--- config.mk ---
export PLATFORM = sky130hd
export DESIGN_NAME = flip_sequencer
export DESIGN_NICKNAME = d
export VERILOG_FILES = /design/src/rtl/flip_sequencer.sv
export SDC_FILE = /design/constraint.sdc
export NUM_CORES = 1
export LEC_CHECK = 0
export CAP_MARGIN = 20
export CORE_MARGIN = 2
export CORE_UTILIZATION = 46
export CTS_BUF_LIST = sky130_fd_sc_hd__clkbuf_8
export DETAILED_ROUTE_END_ITERATION = 10
export DONT_BUFFER_PORTS = 1
export PLACE_DENSITY = 0.6
export SLEW_MARGIN = 20
export SYNTH_ARGS = -nofsm -noshare
export SYNTH_HDL_FRONTEND = slang
export SYNTH_SLANG_ARGS = --single-unit
--- constraint.sdc ---
create_clock -name clk -period 2.5 [get_ports clk]
set_input_delay 0.5 -clock clk [delete_from_list [all_inputs] [get_ports clk]]
set_output_delay 0.5 -clock clk [all_outputs]
set_load 0.01 [all_outputs]
--- src/rtl/flip_sequencer.sv ---
// flip_sequencer: holds a ROWS x COLS binary matrix and applies a stream of
// rectangle-flip commands to it, one flip per cycle, from a small FIFO.
// Optional build macro FLIP_SEQ_ABORT_EN adds an abort input and an aborted
// status output. This lets the host cancel a running job.
module flip_sequencer #(
  parameter int ROWS  = 4,
  parameter int COLS  = 4,
  parameter int DEPTH = 4,
  parameter int RW    = $clog2(ROWS),
  parameter int CW    = $clog2(COLS)
) (
  input  logic                 clk,
  input  logic                 reset,
  input  logic                 load_valid,
  input  logic [ROWS*COLS-1:0] load_data,
  input  logic                 cmd_valid,
  output logic                 cmd_ready,
  input  logic [RW-1:0]        cmd_r1,
  input  logic [RW-1:0]        cmd_r2,
  input  logic [CW-1:0]        cmd_c1,
  input  logic [CW-1:0]        cmd_c2,
  input  logic                 cmd_last,
  output logic [ROWS*COLS-1:0] m_out,
  output logic                 busy,
  output logic                 done,
`ifdef FLIP_SEQ_ABORT_EN
  input  logic                 abort,
  output logic                 aborted,
`endif
  output logic [15:0]          flip_count
);

  localparam int N  = ROWS * COLS;
  localparam int AW = (DEPTH > 1) ? $clog2(DEPTH) : 1;

  typedef enum logic [1:0] {IDLE, RUN, DONE} state_t;

  // Queue entries hold already clamped and ordered bounds.
  typedef struct packed {
    logic          last;
    logic [RW-1:0] rlo;
    logic [RW-1:0] rhi;
    logic [CW-1:0] clo;
    logic [CW-1:0] chi;
  } cmd_t;

  state_t        state_q;
  logic [N-1:0]  m_q;
  logic [15:0]   cnt_q;
  logic          last_seen_q;
  logic [AW:0]   wr_q;
  logic [AW:0]   rd_q;
  cmd_t          fifo_q [DEPTH];
`ifdef FLIP_SEQ_ABORT_EN
  logic          aborted_q;
`endif

  logic          fifo_full;
  logic          fifo_empty;
  logic          push;
  cmd_t          head;
  cmd_t          cmd_d;
  logic [N-1:0]  m_d;
  logic [15:0]   cnt_d;

  function automatic logic [RW-1:0] clamp_r(input logic [RW-1:0] v);
    if (int'(v) > ROWS - 1) return RW'(ROWS - 1);
    return v;
  endfunction

  function automatic logic [CW-1:0] clamp_c(input logic [CW-1:0] v);
    if (int'(v) > COLS - 1) return CW'(COLS - 1);
    return v;
  endfunction

  function automatic logic [N-1:0] rect_mask(input cmd_t e);
    logic [N-1:0] mk;
    mk = '0;
    for (int r = 0; r < ROWS; r++) begin
      for (int c = 0; c < COLS; c++) begin
        mk[r*COLS+c] = (r >= int'(e.rlo)) && (r <= int'(e.rhi)) &&
                       (c >= int'(e.clo)) && (c <= int'(e.chi));
      end
    end
    return mk;
  endfunction

  assign fifo_empty = (wr_q == rd_q);
  assign fifo_full  = (wr_q[AW] != rd_q[AW]) && (wr_q[AW-1:0] == rd_q[AW-1:0]);
  assign cmd_ready  = (state_q == RUN) && !fifo_full && !last_seen_q;
  assign push       = cmd_valid && cmd_ready;
  assign head       = fifo_q[rd_q[AW-1:0]];

  // Normalise the incoming command and form the next matrix and count.
  always_comb begin
    logic [RW-1:0] r1, r2;
    logic [CW-1:0] c1, c2;
    r1 = clamp_r(cmd_r1);
    r2 = clamp_r(cmd_r2);
    c1 = clamp_c(cmd_c1);
    c2 = clamp_c(cmd_c2);
    cmd_d.last = cmd_last;
    cmd_d.rlo  = (r1 < r2) ? r1 : r2;
    cmd_d.rhi  = (r1 < r2) ? r2 : r1;
    cmd_d.clo  = (c1 < c2) ? c1 : c2;
    cmd_d.chi  = (c1 < c2) ? c2 : c1;
    m_d        = m_q ^ rect_mask(head);
    cnt_d      = (cnt_q == 16'hFFFF) ? cnt_q : cnt_q + 16'd1;
  end

  // Command storage; contents need no reset because pointers gate them.
  always_ff @(posedge clk) begin
    if (push) fifo_q[wr_q[AW-1:0]] <= cmd_d;
  end

  // Sequencer FSM: load, queue commands, apply one flip per cycle, finish.
  always_ff @(posedge clk) begin
    if (!reset) begin
      state_q     <= IDLE;
      m_q         <= '0;
      cnt_q       <= '0;
      last_seen_q <= 1'b0;
      wr_q        <= '0;
      rd_q        <= '0;
`ifdef FLIP_SEQ_ABORT_EN
      aborted_q   <= 1'b0;
`endif
    end else begin
      case (state_q)
        IDLE, DONE: begin
          if (load_valid) begin
            m_q         <= load_data;
            cnt_q       <= '0;
            last_seen_q <= 1'b0;
            wr_q        <= '0;
            rd_q        <= '0;
`ifdef FLIP_SEQ_ABORT_EN
            aborted_q   <= 1'b0;
`endif
            state_q     <= RUN;
          end
        end
        RUN: begin
`ifdef FLIP_SEQ_ABORT_EN
          if (abort) begin
            wr_q      <= '0;
            rd_q      <= '0;
            aborted_q <= 1'b1;
            state_q   <= DONE;
          end else
`endif
          begin
            if (push) begin
              wr_q <= wr_q + 1'b1;
              if (cmd_last) last_seen_q <= 1'b1;
            end
            if (!fifo_empty) begin
              rd_q  <= rd_q + 1'b1;
              m_q   <= m_d;
              cnt_q <= cnt_d;
              if (head.last) state_q <= DONE;
            end
          end
        end
        default: state_q <= IDLE;
      endcase
    end
  end

  assign m_out      = m_q;
  assign flip_count = cnt_q;
  assign busy       = (state_q == RUN);
  assign done       = (state_q == DONE);
`ifdef FLIP_SEQ_ABORT_EN
  assign aborted    = aborted_q;
`endif

endmodule

; After elaboration in Yosys (flattened, before gate mapping)
; Memory sizes are Yosys's and may differ from the RTL's. A register that Yosys moved wholly into a read port is not among the register bits.
; Index checks and enable logic that the tools add are counted.
[word_totals]
ff_bits = 41
latchBits = 0
ramBits = 36
mem_bits_ro = 0
in_bits = 29
output_inout_bits = 35
elab_cells = 105
n_memories = 1
[classes]
add_sub_neg = 3
n_mul = 0
n_div = 0
order_cmp = 14
n_eq_ne = 12
shift = 0
muxes = 28
bitwise_logic = 1
n_reduce_logical = 40
[mem_list]
columns = name, depth, width, read_ports, rd_ports_with_merged_regs, write_ports, line_no
row1 = fifo_q, 4, 9, 1, 1, 1, 53  ; cmd_t fifo_q [DEPTH];
[ops]
columns = op, count
row1 = 16-bit two-way mux, 5
row2 = 16-bit one-hot mux with 2 select lines, 2
row3 = 1-bit logical AND, 30
row4 = 2-bit two-way mux, 9
row5 = "16-bit by 1-bit adder with 16-bit output, second input constant", 1
row6 = "16-bit == test, second input constant", 1
row7 = 16-bit bitwise XOR, 1
row8 = 3-bit one-hot mux with 2 select lines, 2
row9 = 3-bit two-way mux, 3
row10 = 3-bit AND reduction, 3
row11 = "1-bit by 2-bit greater-or-equal comparator with 1-bit output, first input constant", 4
row12 = "2-bit less-or-equal comparator, first input constant", 4
row13 = "2-bit != test, second input constant", 4
row14 = 4-bit AND reduction, 2
row15 = "3-bit by 1-bit adder with 3-bit output, second input constant", 2
row16 = 1-bit two-way mux, 5
row17 = "2-bit greater-or-equal comparator, first input constant", 2
row18 = "1-bit by 2-bit less-or-equal comparator with 1-bit output, first input constant", 2
row19 = 2-bit < comparator, 2
row20 = "2-bit by 1-bit != test with 1-bit output, second input constant", 2
row21 = 2-bit one-hot mux with 2 select lines, 1
row22 = 3-bit == test, 1
row23 = "2-bit by 1-bit == test with 1-bit output, second input constant", 1
row24 = 2-bit == test, 1
row25 = 7 further kinds, 8

; Logic depth before layout (Yosys ltp)
; Gate-level depths: netlist of the first run.
[logic_depth]
word_depth = 8
ltp_mapped = 7
ltp_nobuf = 6

; Worst setup path before layout of the first run
; OpenSTA, ideal clock, no wires.
[synth_timing]
path_kind = register to register
startpoint = reg cnt_q[0] (netlist: flip_count[0])
endpoint = reg cnt_q[13] (netlist: flip_count[13])
setup_time_ns = 0.070
arrival_time_ns = 2.002
required_time_ns = 2.430
setup_slack_ns = 0.428
stages_incl_launch_ff = 8
path_buffers = 1
synth_period_minus_slack_ns = 2.072
path_cell_list = dfxtp_1 -> ha_1 -> and4b_1 -> and4_1 -> a211o_1 -> buf_6 -> or4_1 -> a21oi_1
[synth_via]
elab_chain_len = 4
word_cells_on_any_way = 7
cone_classes = add/sub: 1 / eq/ne: 2 / mux: 3 / reduce/logical: 1
[synth_lines]
columns = element, line_no
row1 = start: declaration, 49  ; logic [15:0] cnt_q;
row2 = start signal: assignment, 160  ; cnt_q <= cnt_d;
row3 = 16-bit by 1-bit adder with 16-bit output, 108  ; cnt_d = (cnt_q == 16'hFFFF) ? cnt_q : cnt_q + 16'd1;
row4 = 16-bit two-way mux, 108
row5 = 16-bit two-way mux, 157  ; if (!fifo_empty) begin
row6 = 16-bit one-hot mux with 2 select lines, 129  ; case (state_q)
; Parallel ways exist; a longest one is shown, timed or not. The select of a mux whose other input is x is not followed.
; A chain may end at the register's enable or synchronous reset.

; Worst setup path in the final report of the first run
[layout_timing]
startpoint = reg cnt_q[0] (netlist: flip_count[0])
endpoint = reg cnt_q[15] (netlist: flip_count[15])
; Same word-level chain as after synthesis.

==> results of run 1 <==
## kinds of logic (layout without fill, tap and decap cells)
family	Yosys count	count (layout)
DFF	79	79
muxes	9	9
buffers and inverters	30	40
adders and majority gates	12	12
and+or+nand+nor	106	106
AOI/OAI and AO/OA	101	101
xor gates and xnor gates	7	7
## sequential cells by signal, summed over array words and instances (netlist names), named ones only
signal and flops:
wr_q 3, m_out 16, rd_q 3, state_q 2, fifo_q 36, flip_count 16
last_seen_q 1
## layout make-up
class	count	area share
Clock buffer	9	0.03094
Tap cell	102	0.03187
Inverter	15	0.01406
Clock inverter	7	0.01813
Sequential cell	79	0.4850
Multi-Input combinational cell	235	0.4031
Timing Repair Buffer	9	0.01688
## worst max path at each step
stage,slack [ps],cells past startpoint,start,endpoint
after global placement,340,6,flip_count[0]$_SDFFE_PN0P_,flip_count[11]$_SDFFE_PN0P_
final,180,6,flip_count[0]$_SDFFE_PN0P_,flip_count[15]$_SDFFE_PN0P_
after global routing,120,6,flip_count[0]$_SDFFE_PN0P_,flip_count[15]$_SDFFE_PN0P_
after floorplan,430,7,flip_count[0]$_SDFFE_PN0P_,flip_count[13]$_SDFFE_PN0P_
after CTS,210,6,flip_count[0]$_SDFFE_PN0P_,flip_count[15]$_SDFFE_PN0P_
after detailed placement,250,6,flip_count[0]$_SDFFE_PN0P_,flip_count[15]$_SDFFE_PN0P_
## layout by cell type (no fill, tap or decap), types with 3 or more instances in the layout
master and n:
dfxtp_1 43, edfxtp_1 36, a21oi_1 35, nand2_1 26
o21ai_0 21, nor2_1 18, inv_1 13, ha_1 12
nor3_1 11, o31ai_1 10, mux4_2 9, or3_1 9
clkbuf_8 9, buf_4 9, nor4_1 7, and2_1 6
nand3_1 6, nand2b_1 5, xor2_1 5, or4_1 5
o311ai_0 4, a211oi_1 4, o31a_1 3, o22ai_1 3
nand4_1 3, and3_1 3
## worst register-to-register path, stage by stage (launching register included)
cell,delay (ps)
dfxtp_1,390
ha_1,320
and4b_1,240
and4_1,200
a211o_1,400
or4_1,500
a21oi_1,180
## layer usage
metal	vias to the layer above	part of all wire	GRT usage
met2	50	0.49	0.3327
met3	9	0.044	0.03707
met4	0	0.012	0.07108
li1	1318	-	-
met5	-	0	0
met1	1296	0.45	0.2542
## stage by stage
| step | worst slack, ps | total power (uW) | hold WS, ps | util | instances |
|---|---|---|---|---|---|
| floorplan | 427.7 | 1620 | 466.4 | - | 344 |
| global placement | 338.9 | 1684 | 503.6 | 0.4927 | 440 |
| detailed placement | 249.6 | 1691 | 504.5 | 0.4927 | 440 |
| CTS | 210.0 | 2629 | 239.1 | 0.5181 | 456 |
| global route | 118.1 | 2721 | 237.8 | 0.5181 | 456 |
| finish | 184.3 | 2612 | 254.4 | 0.5181 | 456 |
## power groups by stage
stage / clock [uW] / sequential (uW) / combinational [uW]
CTS: 968 / 1430 / 228
finish: 950 / 1430 / 228
global placement: 0 / 1460 / 221
floorplan: 0 / 1450 / 168
detailed placement: 0 / 1460 / 227
global route: 1030 / 1440 / 257
==> flow_summary.toml, run 1 <==
[layout]
postLayoutCellArea_um2 = 4004
nFillCells = 702
drive_gt1_frac = 0.1073
antenna_cells = 0
multi_input_area_um2 = 1614
nets = 390
syn_to_final_growth_pct = 8.770
ff_latch_area_um2 = 1942

[timing]
final_max_slew_viol_count = 0
tightest_slew_ps = 635.9
tns_ps = 0
fmax_mhz = 431.8
finClkSkew_ps = 8.594
setup_violations = 0
post-route-period-util = 0.9263
grt_setup_unrepaired = "no"
layout_min_cycle_time_ps = 2316
hold_violations = 0
slew_headroom = 0.5752

[global_routing]
overflow = 0
grt_use_total = 0.1976
antenna_found_initial = 0
grt_max_degree = 17
grt_pass1_vias = 2626
grt_pass1_wl_um = 13370

[synthesis]
yosys.area_share.adder = 0.04079
synth_top_family_by_area = "compound AO/OA/AOI/OAI gates"
synth_edf_count = 36
synthTopCellsByArea = "edfxtp_1 29%, dfxtp_1 23%, mux4_2 5.5%"
synth_compound_area_frac = 0.1751
synth.cell_area_um2 = 3681
syn_nets = 385
ys_seq_area_frac = 0.5275
synth.avg_cell_area_um2 = 10.70
ys_seq_elements = 79
yosysTopAreaCellShare = 0.2937
async_flop_share = 0
ys.flop_type = "dfxtp_1"
synthMuxAreaShare = 0.05506
ys_types = 51
synth.largest_area_cell = "edfxtp_1"
synth_common_cells = "43 x dfxtp_1, 36 x edfxtp_1, 35 x a21oi_1, 26 x nand2_1, 21 x o21ai_0"
yosysWarnings = 0
synth-xor-area-share = 0.01869
yosysMostFrequentCell = "dfxtp_1"
synthCells = 344
synth-simple-area-share = 0.1489

[setup_path]
slowest_stage = "or4_1"
max_stage_delay_ps = 500
worstPathCellList = "ha_1, and4b_1, and4_1, a211o_1, or4_1, a21oi_1"
path_max_fanout = 12
path_delay_family = "simple AND/OR/NAND/NOR gates"
startpoint_type = "flop"
critPathKind = "reg -> reg"
rr_startpoint = "flip_count[0]$_SDFFE_PN0P_"
arrival_ps = 2570
critPathRequiredTime_ps = 2760
worstPathBufferInverterCount = 0
worstSetupEndpointType = "flop"
rrSetupSlack_ps = 180
rr_worst_depth = 6
timing.rr.end = "flip_count[15]$_SDFFE_PN0P_"

[floorplan]
rows = 32
start_util = 0.4764
dieArea_um2 = 8734
io_pins = 64
die_y_um = 93.46
die_x_um = 93.46
core_region_area_um2 = 7727

[clocking]
cts-resized-gates = 0
cts_inserted_buffers = 9
h-tree-depth = 3
post_cts.repair.setup_buffers = 0
worst_skew_pair.late_latency_ps = 340
cts.sinks = 79
root_buffer = "clkbuf_8"
hold_buffers = 0
clk_pin_slew_worst_paths_ps = 80
cts_buffer_depth = 2
cts_tree = "yes"

[power_and_ir_drop]
peakVddDrop_uv = 282.7
switching_power_uw = 676.0
switching_share = 0.2588
p_int_uw = 1936
power.leakage_uw = 0.001332
power_frac_seq = 0.549
p_clk_frac = 0.364
combPwrFrac = 0.087
p_per_area_nw_per_um2 = 652.3

[hold_path]
hold_end = "fifo_q[0][8]$_DFFE_PP_"
hold_depth = 0
min_path_type = "in -> reg"
min_from = "cmd_last"

[detailed_routing]
wl_um = 8404
drt_pass1_iterations = 4
via_per_inst = 5.862
via_count = 2673
drc = 0
ant_nets = 0
wl_per_cell_um = 18.43
first_iter_violations = 105

[run]
drv_cap = 0

[place]
gp_congestion = 0.7618
io_buffers = 0
placed_cell_area_um2 = 3807
place_hpwl_um = 5915

[status]
status = "finished, final reports clean"
(Power assumes the default switching activity.)
==> run 2, diff against run 1 <==
- CAP_MARGIN: 20 -> unset
==> results of run 2 <==
Same layout as run 1: the final DEF is identical, and so are final timing and power.
==> run 3, diff against run 2 <==
- ABC_AREA: unset -> 1
- CTS_BUF_LIST: sky130_fd_sc_hd__clkbuf_8 -> sky130_fd_sc_hd__clkbuf_16
- PLACE_DENSITY: 0.6 -> unset
==> flow_summary.toml, run 3 <==
[timing]
tns_ps = 0
final_max_slew_viol_count = 0
hold_slack_ps = 262.7
grt_setup_unrepaired = "no"
fmax_mhz = 540.8
slew_headroom = 0.6596
hold_violations = 0
setup_violations = 0
post-route-period-util = 0.7397
tightest_slew_ps = 508.7
finClkSkew_ps = 5.985
layout_min_cycle_time_ps = 1849

[setup_path]
arrival_ps = 2050
critPathRequiredTime_ps = 2700
worstPathCellList = "buf_4, nand2_1, nand3_1, nand2_1, nor2_2, nand2_1, xor2_1, nand2_1, nand2_1, a21oi_1"
path_common_cell = "nand2_1"
startpoint_type = "flop"
worstSetupEndpointType = "flop"
max_stage_delay_ps = 470
slowest_stage = "dfxtp_1"
critPathKind = "reg -> reg"
path_max_fanout = 14

[clocking]
hold_buffers = 0
root_buffer = "clkbuf_16"
post_cts.repair.setup_buffers = 0
cts_inserted_buffers = 9
cts.sinks = 79
cts_buffer_depth = 2
h-tree-depth = 3
cts_tree = "yes"
worst_skew_pair.late_latency_ps = 330
clk_pin_slew_worst_paths_ps = 60
cts-resized-gates = 0

[synthesis]
synth.avg_cell_area_um2 = 7.548
yosysTopAreaCellShare = 0.2585
synth.largest_area_cell = "edfxtp_1"
synth.cell_area_um2 = 4182
synthTopCellsByArea = "edfxtp_1 26%, dfxtp_1 21%, nand2_1 15%"
ys_seq_area_frac = 0.4644
yosysMostFrequentCell = "nand2_1"
synth_common_cells = "168 x nand2_1, 65 x nor2_1, 55 x nand3_1, 50 x inv_1, 43 x dfxtp_1"
ys.flop_type = "dfxtp_1"
synth_edf_count = 36
ys_types = 29
async_flop_share = 0
ys_seq_elements = 79
yosysWarnings = 0
synthCells = 554
syn_nets = 595

[layout]
nFillCells = 891
final_common_cell = "nand2_1"
largest_reg_flops = 36
multi_input_area_um2 = 1914
syn_to_final_growth_pct = 9.007
final_cell_mix = "168 x nand2_1, 65 x nor2_1, 55 x inv_1, 55 x nand3_1, 43 x dfxtp_1"
drive_gt1_frac = 0.07282
nets = 599
ff_latch_area_um2 = 1942
antenna_cells = 0

[status]
status = "finished, final reports clean"

[floorplan]
core_region_area_um2 = 8763
start_util = 0.4772
die_x_um = 99.34
rows = 34
die_y_um = 99.34
io_pins = 64
dieArea_um2 = 9868

[detailed_routing]
via_count = 3491
ant_nets = 0
drc = 0
first_iter_violations = 174
via_per_inst = 5.203
drt_pass1_iterations = 4
wl_um = 9514
wl_per_cell_um = 14.18

[global_routing]
grt_pass1_vias = 3266
grt_use_total = 0.2022
grt_pass1_wl_um = 15800
overflow = 0
antenna_found_initial = 0
grt_max_degree = 34

[run]
drv_cap = 0

[power_and_ir_drop]
p_per_area_nw_per_um2 = 809.4
peakVddDrop_uv = 565.5
power.leakage_uw = 0.001831

[place]
place_hpwl_um = 6699
gp_congestion = 0.8198
io_buffers = 0

[hold_path]
min_path_type = "in -> reg"
-- run 3: cell count changes after synthesis, moves of 7 or more --
cell,delta
nor4_1,-7
nor2_1,+47
or3_1,-9
mux4_2,-9
nand2_1,+142
nand3_1,+49
o31ai_1,-10
inv_1,+37
nor3_1,-7
-- run 3: final cells by class --
cell class | count | share of cell area
flip-flops and latches | 79 | 0.4260
multi-input cells | 402 | 0.4200
clock buffers | 9 | 0.04941
inverters | 56 | 0.04666
well taps | 108 | 0.02965
repair buffers | 10 | 0.01647
clock inverters | 7 | 0.01180
-- run 3: metrics by stage --
step / instances / total power (uW) / instance area [um2] / setup slack (ps) / util
after detailed placement: 655 / 2478 / 4279 / 639.9 / 0.4883
after global placement: 655 / 2456 / 4279 / 670.4 / 0.4883
final: 671 / 3689 / 4558 / 650.7 / 0.5201
after floorplan: 554 / 2298 / 4182 / 744.7 / -
after CTS: 671 / 3725 / 4558 / 634.1 / 0.5201
after global routing: 671 / 3909 / 4558 / 454.5 / 0.5201
-- run 3: cell families after synthesis --
logic type / synth area share
and+or+nand+nor: 0.3214
DFF: 0.4644
buffers and inverters: 0.07780
AOI/OAI and AO/OA: 0.07750
adders and majority gates: 0.03591
xor gates and xnor gates: 0.02304
-- run 3: worst paths after layout --
check | start | endpoint | slack (ps) | depth (start not counted)
max | flop | m_out[15]$_SDFFE_PN0P_ | 650 | 10
min | cmd_last | fifo_q[2][8]$_DFFE_PP_ | 260 | 0
max reg2reg | flop | m_out[15]$_SDFFE_PN0P_ | 650 | 10
min reg2reg | last_seen_q$_SDFFE_PN0P_ | last_seen_q$_SDFFE_PN0P_ | 490 | 2
-- run 3: routing by layer --
layer	vias to the layer above	global-route usage	wire [um]
li1	1797	-	-
met1	1613	0.2812	4507
met2	75	0.3103	4368
met3	6	0.04287	547
met4	0	0.07903	91
met5	-	0	0
-- run 3: critical path: cells and delay by family (launching register included) --
| kind | cells | cell delay [ps] |
|---|---|---|
| xor+xnor | 1 | 140 |
| flops | 1 | 470 |
| compound gates | 1 | 50 |
| simple gates | 7 | 780 |
| buf+inv | 1 | 270 |
-- run 3: where the power goes --
| part | switching (uW) | internal [uW] |
|---|---|---|
| Clock | 491 | 753 |
| Combinational | 599 | 268 |
| Sequential | 125 | 1450 |
